File: config.mk
export PLATFORM = sky130hd
export DESIGN_NAME = branch_predictor_flat
export DESIGN_NICKNAME = d
export VERILOG_FILES = /design/src/rtl/branch_predictor_if.sv /design/src/rtl/branch_predictor.sv /design/src/flat_wrapper.sv
export SDC_FILE = /design/constraint.sdc
export NUM_CORES = 2
export LEC_CHECK = 0
export BUFFER_PORTS_ARGS = -buffer_cell sky130_fd_sc_hd__buf_2
export CORE_ASPECT_RATIO = 0.8
export CORE_UTILIZATION = 40
export DETAILED_ROUTE_END_ITERATION = 12
export PLACE_DENSITY = 0.59
export SYNTH_ARGS = -nofsm -noshare
export SYNTH_HDL_FRONTEND = slang
export SYNTH_SLANG_ARGS = --single-unit
File: constraint.sdc
create_clock -name clk -period 49.2 [get_ports clk]
set_clock_uncertainty 0.15 [all_clocks]
set_input_delay 9.84 -clock clk [delete_from_list [all_inputs] [get_ports clk]]
set_output_delay 9.84 -clock clk [all_outputs]
set_load 0.05 [all_outputs]
File: src/rtl/branch_predictor_if.sv
// ---------------------------------------------------------------------------
// branch_predictor_if
// Bundle of the fetch-side lookup signals and the execute-side training
// signals exchanged between the pipeline and the branch predictor.
//   master : pipeline side (drives fetch_pc and update_*, receives pred_*)
//   slave  : predictor side (receives fetch_pc and update_*, drives pred_*)
// Signals:
//   fetch_pc         PC being fetched this cycle
//   pred_taken       predicted taken (counter MSB AND BTB hit)
//   pred_pht_idx     PHT index used for this lookup, carried down the pipe
//   pred_btb_hit     BTB entry valid with matching tag
//   pred_btb_target  stored BTB target, 0 on miss
//   pred_next_pc     predicted next fetch PC
//   update_en        a branch/jump was resolved this cycle
//   update_is_branch resolved instruction is conditional
//   update_taken     actual outcome
//   update_pc        PC of the resolved instruction
//   update_target    actual target
//   update_pht_idx   PHT index produced at fetch for that instruction
// ---------------------------------------------------------------------------
interface branch_predictor_if #(
    parameter int PHT_IDX_W = 8
);
    logic [31:0]          fetch_pc;
    logic                 pred_taken;
    logic [PHT_IDX_W-1:0] pred_pht_idx;
    logic                 pred_btb_hit;
    logic [31:0]          pred_btb_target;
    logic [31:0]          pred_next_pc;
    logic                 update_en;
    logic                 update_is_branch;
    logic                 update_taken;
    logic [31:0]          update_pc;
    logic [31:0]          update_target;
    logic [PHT_IDX_W-1:0] update_pht_idx;

    modport master (
        output fetch_pc,
        input  pred_taken,
        input  pred_pht_idx,
        input  pred_btb_hit,
        input  pred_btb_target,
        input  pred_next_pc,
        output update_en,
        output update_is_branch,
        output update_taken,
        output update_pc,
        output update_target,
        output update_pht_idx
    );

    modport slave (
        input  fetch_pc,
        output pred_taken,
        output pred_pht_idx,
        output pred_btb_hit,
        output pred_btb_target,
        output pred_next_pc,
        input  update_en,
        input  update_is_branch,
        input  update_taken,
        input  update_pc,
        input  update_target,
        input  update_pht_idx
    );
endinterface

File: src/rtl/branch_predictor.sv
// ---------------------------------------------------------------------------
// branch_predictor
// Fetch-side gshare direction predictor plus direct-mapped BTB.
// Lookup is purely combinational from fetch_pc and the current state, so the
// prediction bundle is available in the same cycle the PC is fetched.
// Training comes from the execute stage and takes effect on the next rising
// edge; a lookup in the same cycle as an update sees the old contents.
// Ports:
//   clk  clock, all state updates on the rising edge
//   rst  asynchronous active-high reset
//   bus  branch_predictor_if.slave (lookup and training signals)
// ---------------------------------------------------------------------------
module branch_predictor #(
    parameter int PHT_IDX_W = 8,
    parameter int BTB_IDX_W = 4
) (
    input  logic                   clk,
    input  logic                   rst,
    branch_predictor_if.slave      bus
);
    localparam int PHT_SIZE = 1 << PHT_IDX_W;
    localparam int BTB_SIZE = 1 << BTB_IDX_W;
    localparam int TAG_W    = 32 - BTB_IDX_W - 2;

    // State
    logic [1:0]           pht_r        [PHT_SIZE];
    logic [PHT_IDX_W-1:0] ghr_r;
    logic                 btb_valid_r  [BTB_SIZE];
    logic [TAG_W-1:0]     btb_tag_r    [BTB_SIZE];
    logic [31:0]          btb_target_r [BTB_SIZE];

    // Lookup path
    logic [PHT_IDX_W-1:0] fetch_pht_idx_s;
    logic [BTB_IDX_W-1:0] fetch_btb_idx_s;
    logic [TAG_W-1:0]     fetch_tag_s;
    logic                 btb_hit_s;
    logic [31:0]          btb_target_s;
    logic                 taken_s;
    logic [31:0]          next_pc_s;

    // Update path decode
    logic [BTB_IDX_W-1:0] upd_btb_idx_s;
    logic [TAG_W-1:0]     upd_tag_s;

    // Two-bit saturating counter step; never wraps past 0 or 3.
    function automatic logic [1:0] sat_step(input logic [1:0] ctr, input logic taken);
        logic [1:0] res;
        case ({taken, ctr})
            3'b1_11: res = 2'b11;
            3'b0_00: res = 2'b00;
            3'b1_00,
            3'b1_01,
            3'b1_10: res = ctr + 2'd1;
            3'b0_01,
            3'b0_10,
            3'b0_11: res = ctr - 2'd1;
            default: res = ctr;
        endcase
        return res;
    endfunction

    // Combinational lookup of PHT and BTB for the current fetch PC.
    always_comb begin
        fetch_pht_idx_s = bus.fetch_pc[PHT_IDX_W+1:2] ^ ghr_r;
        fetch_btb_idx_s = bus.fetch_pc[BTB_IDX_W+1:2];
        fetch_tag_s     = bus.fetch_pc[31:BTB_IDX_W+2];
        btb_hit_s       = btb_valid_r[fetch_btb_idx_s] &&
                          (btb_tag_r[fetch_btb_idx_s] == fetch_tag_s);
        if (btb_hit_s) begin
            btb_target_s = btb_target_r[fetch_btb_idx_s];
        end else begin
            btb_target_s = 32'h0000_0000;
        end
        // A strongly/weakly taken counter alone is not enough: without a
        // BTB hit there is no target to redirect to.
        taken_s = pht_r[fetch_pht_idx_s][1] & btb_hit_s;
        if (taken_s) begin
            next_pc_s = btb_target_s;
        end else begin
            next_pc_s = bus.fetch_pc + 32'd4;
        end
    end

    assign bus.pred_taken      = taken_s;
    assign bus.pred_pht_idx    = fetch_pht_idx_s;
    assign bus.pred_btb_hit    = btb_hit_s;
    assign bus.pred_btb_target = btb_target_s;
    assign bus.pred_next_pc    = next_pc_s;

    assign upd_btb_idx_s = bus.update_pc[BTB_IDX_W+1:2];
    assign upd_tag_s     = bus.update_pc[31:BTB_IDX_W+2];

    // PHT training: only resolved conditional branches move a counter.
    always_ff @(posedge clk or posedge rst) begin
        if (rst) begin
            for (int i = 0; i < PHT_SIZE; i++) begin
                pht_r[i] <= 2'b01;
            end
        end else if (bus.update_en && bus.update_is_branch) begin
            pht_r[bus.update_pht_idx] <= sat_step(pht_r[bus.update_pht_idx], bus.update_taken);
        end
    end

    // Non-speculative global history: shifted only by resolved branches.
    always_ff @(posedge clk or posedge rst) begin
        if (rst) begin
            ghr_r <= '0;
        end else if (bus.update_en && bus.update_is_branch) begin
            ghr_r <= {ghr_r[PHT_IDX_W-2:0], bus.update_taken};
        end
    end

    // BTB fill on any taken branch or jump; overwrites an aliasing entry.
    always_ff @(posedge clk or posedge rst) begin
        if (rst) begin
            for (int i = 0; i < BTB_SIZE; i++) begin
                btb_valid_r[i]  <= 1'b0;
                btb_tag_r[i]    <= '0;
                btb_target_r[i] <= 32'h0000_0000;
            end
        end else if (bus.update_en && bus.update_taken) begin
            btb_valid_r[upd_btb_idx_s]  <= 1'b1;
            btb_tag_r[upd_btb_idx_s]    <= upd_tag_s;
            btb_target_r[upd_btb_idx_s] <= bus.update_target;
        end
    end
endmodule

File: src/flat_wrapper.sv
// flat-port wrapper written by rule: the top's interface ports become plain ports
module branch_predictor_flat 
#(
    parameter int PHT_IDX_W = 8,
    parameter int BTB_IDX_W = 4
)
  (clk, rst, bus_fetch_pc, bus_pred_taken, bus_pred_pht_idx, bus_pred_btb_hit, bus_pred_btb_target, bus_pred_next_pc, bus_update_en, bus_update_is_branch, bus_update_taken, bus_update_pc, bus_update_target, bus_update_pht_idx);
  branch_predictor_if #(.PHT_IDX_W(PHT_IDX_W)) bus_i ();
  input  logic clk;
  input  logic rst;
  input wire logic [$bits(bus_i.fetch_pc)-1:0] bus_fetch_pc;
  output wire logic [$bits(bus_i.pred_taken)-1:0] bus_pred_taken;
  output wire logic [$bits(bus_i.pred_pht_idx)-1:0] bus_pred_pht_idx;
  output wire logic [$bits(bus_i.pred_btb_hit)-1:0] bus_pred_btb_hit;
  output wire logic [$bits(bus_i.pred_btb_target)-1:0] bus_pred_btb_target;
  output wire logic [$bits(bus_i.pred_next_pc)-1:0] bus_pred_next_pc;
  input wire logic [$bits(bus_i.update_en)-1:0] bus_update_en;
  input wire logic [$bits(bus_i.update_is_branch)-1:0] bus_update_is_branch;
  input wire logic [$bits(bus_i.update_taken)-1:0] bus_update_taken;
  input wire logic [$bits(bus_i.update_pc)-1:0] bus_update_pc;
  input wire logic [$bits(bus_i.update_target)-1:0] bus_update_target;
  input wire logic [$bits(bus_i.update_pht_idx)-1:0] bus_update_pht_idx;
  assign bus_i.fetch_pc = bus_fetch_pc;
  assign bus_pred_taken = bus_i.pred_taken;
  assign bus_pred_pht_idx = bus_i.pred_pht_idx;
  assign bus_pred_btb_hit = bus_i.pred_btb_hit;
  assign bus_pred_btb_target = bus_i.pred_btb_target;
  assign bus_pred_next_pc = bus_i.pred_next_pc;
  assign bus_i.update_en = bus_update_en;
  assign bus_i.update_is_branch = bus_update_is_branch;
  assign bus_i.update_taken = bus_update_taken;
  assign bus_i.update_pc = bus_update_pc;
  assign bus_i.update_target = bus_update_target;
  assign bus_i.update_pht_idx = bus_update_pht_idx;
  branch_predictor #(.PHT_IDX_W(PHT_IDX_W), .BTB_IDX_W(BTB_IDX_W)) u_core (.clk(clk), .rst(rst), .bus(bus_i));
endmodule
==> flow_summary.ini <==
[global_route]
grt_pass1_vias = 45500
grt_pass1_wl_mm = 311
grt_max_degree = 171
antenna_found_initial = 31
grt.total_usage_pct = 23.4
grt-ovfl-total = 0

[worst_setup_path]
cpMaxStageDelayCell = o2111ai_4
cp_cell_sequence = buf_8 -> buf_4 -> buf_4 -> buf_4 -> mux4_2 -> mux2i_1 -> xnor2_1 -> nor4_1 -> o2111ai_4 -> o21bai_4 -> buf_4 -> mux2_2 -> buf_2
end_kind = output port
critical_path.max_stage_delay_ns = 1.07
cp-start-kind = input pin
critPathRequiredTime_ns = 39.21
worstSetupPathType = input pin to output port
arrival_ns = 16.48
cp_max_fo = 77
cp_common_cell = buf_4

[die]
initial_core_util_pct = 40.3
die_y_um = 377
core_um2 = 174000
rows = 137
io_pins = 183
die_width_um = 471
die_area_um2 = 177000

[yosys]
netlist_area_um2 = 70200
synth_largest_area_cell = dfrtp_1
synthMuxAreaShare_pct = 31.3
synthAdderAreaFrac_pct = 0.0178
yosys_warnings = 0
ys.flop_type = dfrtp_1
yosysTopAreaCellShare_pct = 43.0
synth_seq_cells = 1464
async_flop_share_pct = 100
synth_compound_area_share_pct = 5.57
synth_cell_types = 74
ys_seq_area_share_pct = 52.6
postSynthNetCount = 5456
synth_xor_area_share_pct = 0.746
synth_top_family_by_area = multiplexers
synth_edf_count = 0
synth_area_leaders = dfrtp_1 (43%), mux2_2 (15%), mux4_2 (13%), dfstp_2 (9.6%), nand2_1 (4.6%)
postSynthCellCount = 5346
synthSimpleGateAreaFrac_pct = 6.86
syn_avg_cell_area_um2 = 13.1

[job]
drv_cap = 0

[route]
ant_nets = 0
dr.pass1.iters = 10
drtIter0Drc = 4287
vias_per_cell = 5.87
dr_total_vias = 45600
drc = 4
wl_mm = 206
routedWlPerCell_um = 26.5

[cts]
clk_path_buf_depth = 3
clock_sinks = 1464
cts_buffers = 154
root_buffer = clkbuf_16
tritoncts = built
cts-hold-fix-buffers = 0
ctsResizeCount = 0
h-tree-depth = 4
clock_latency_ns = 0.81
post_cts_buffers = 0
clk_pin_slew_ns = 0.06

[timing]
max_slew.worst_pin.slew_ns = 1.38
period_needed_ns = 26.47
hold_viol_final = 0
post-route-period-util_pct = 53.8
finalSetupTns_ns = 0
setup_violations = 0
slew_headroom_pct = 8.10
rsz0062_at_grt = false
max_freq_ghz = 0.0378
drv_slew = 0

[power_and_ir_drop]
p_leak_uw = 0.0331
p_per_area_nw_per_um2 = 40.7
vdd_drop_max_uv = 37.8

[placed_design]
placed_area_um2 = 73200
routabilityCongestion = 0.878
dp_hpwl_mm = 124
io_buffers = 180

[final_layout]
nNetsFinal = 5460
layout-drive-gt1-share_pct = 40.6
final_area_um2 = 78600
syn_to_final_growth_pct = 12.0
fill_cells = 15500

[outcome]
violations = design-rule violations
status = finished, violations left

[min_path]
hold_class = flip-flop to flip-flop
-- registers in the layout, indices dropped and copies added, names as in the netlist --
name	cells
u_core.btb_tag_r	416
u_core.ghr_r	8
u_core.pht_r	512
u_core.btb_valid_r	16
u_core.btb_target_r	512
-- worst max-delay path: cells and delay by family --
kind | cells | cell delay (ns)
AO/OA/AOI/OAI | 2 | 1.41
XOR/XNOR | 1 | 0.26
buffers and inverters | 6 | 3.39
multiplexers | 3 | 1.27
AND/OR/NAND/NOR | 1 | 0.14
-- kinds of logic (layout without fill, tap and decap cells) --
kind of cell	Yosys count	in the layout
AO/OA/AOI/OAI	695	695
XOR/XNOR	59	59
adder cells (fa/ha/maj)	1	1
buffers and inverters	454	586
flip-flops	1464	1464
multiplexers	1525	1525
other	0	6
AND/OR/NAND/NOR	1148	1148
-- power breakdown --
part	internal [uW]	switching [uW]	total, uW	leakage (uW)
combinational	250	256	506	0.0121
clock	719	516	1230	0.00266
sequential	1380	82.6	1460	0.0184
-- worst paths after layout --
| path | start | endpoint | slack, ns | depth (start not counted) |
|---|---|---|---|---|
| worst max-delay path | bus_fetch_pc[2] | bus_pred_next_pc[31] | 22.73 | 13 |
| worst min-delay path | u_core.pht_r[412] | u_core.pht_r[412] | 0.31 | 2 |
| worst max register to register | u_core.pht_r[43] | u_core.pht_r[230] | 43.57 | 11 |
| worst min register to register | u_core.pht_r[412] | u_core.pht_r[412] | 0.31 | 2 |
| max in group asynchronous | rst | u_core.btb_target_r[346] | 35.93 | 7 |
| min in group asynchronous | rst | u_core.pht_r[59] | 9.12 | 3 |
-- cell usage in the layout (no fill, tap or decap), types with 13 or more instances in the layout --
cell type  Yosys  layout
o21ai_1       37      37
inv_1         30      28
mux2_4        28      28
nor2b_1       44      43
clkinv_2       0      34
mux2i_1      126     126
dfstp_2      256     256
clkbuf_8       0      28
nand2_1      862     861
nor3_1        23      23
xor2_1        18      17
xnor2_1       40      40
clkbuf_16      0     157
nor2_4         0      23
bufinv_16      0      16
clkbuf_1     252      34
o21ai_0      486     486
or2_2         13      13
buf_2         78     174
mux4_1        14      14
nor2_1        74      48
mux4_2       416     416
mux2_2       941     941
dfrtp_1     1208    1208
nand4_1       24      24
nand3_1       39      37
a22oi_1       56      56
a21oi_1       27      27
buf_4         21      86
-- cell type report --
cell class | count | area [um2] | area share (%)
antenna | 6 | 15.0 | 0.0191
clock buffer | 218 | 4430 | 5.63
clock inverter | 66 | 972 | 1.24
inverter | 33 | 128 | 0.162
multi-input combinational | 3428 | 31600 | 40.2
sequential | 1464 | 37000 | 47.0
tap | 2293 | 2870 | 3.65
timing repair buffer | 269 | 1660 | 2.11
-- synth_stat cells, types with 9 or more instances --
cell and count:
nand3_1 39, buf_6 13, nand4_1 24, clkbuf_1 252, and3_1 9, dfstp_2 256
mux2i_1 126, nor2_1 74, nor3_1 23, mux4_2 416, mux2_4 28, mux4_1 14
nand2_1 862, xor2_1 18, nand2b_1 10, a21oi_1 27, or2_2 13, inv_1 30
buf_4 21, o21ai_1 37, a22oi_1 56, nor2b_1 44, buf_1 55, mux2_2 941
nor4_1 15, dfrtp_1 1208, o21ai_0 486, buf_2 78, xnor2_1 40, a311oi_1 9
and2_1 9
-- through the flow --
stage	util, %	setup slack [ns]	hold WS, ns	instances	power, uW
global placement	42.0	22.53	0.295	7487	1960
floorplan	-	19.15	0.279	5346	1830
detailed placement	42.0	22.54	0.298	7487	1980
global route	45.1	22.26	0.324	7775	3330
finish	45.1	22.73	0.312	7777	3200
CTS	45.1	22.53	0.315	7771	3220
-- routing by layer --
layer	wire, um	part of all wire, %	track usage [%]	vias up
li1	-	-	-	19500
met1	94600	46	34.9	24200
met2	91600	44	34.6	1565
met3	14600	7.1	4.22	335
met4	5610	2.7	6.86	18
met5	104	0.050	0	-
Power figures use the tool's default switching activity.
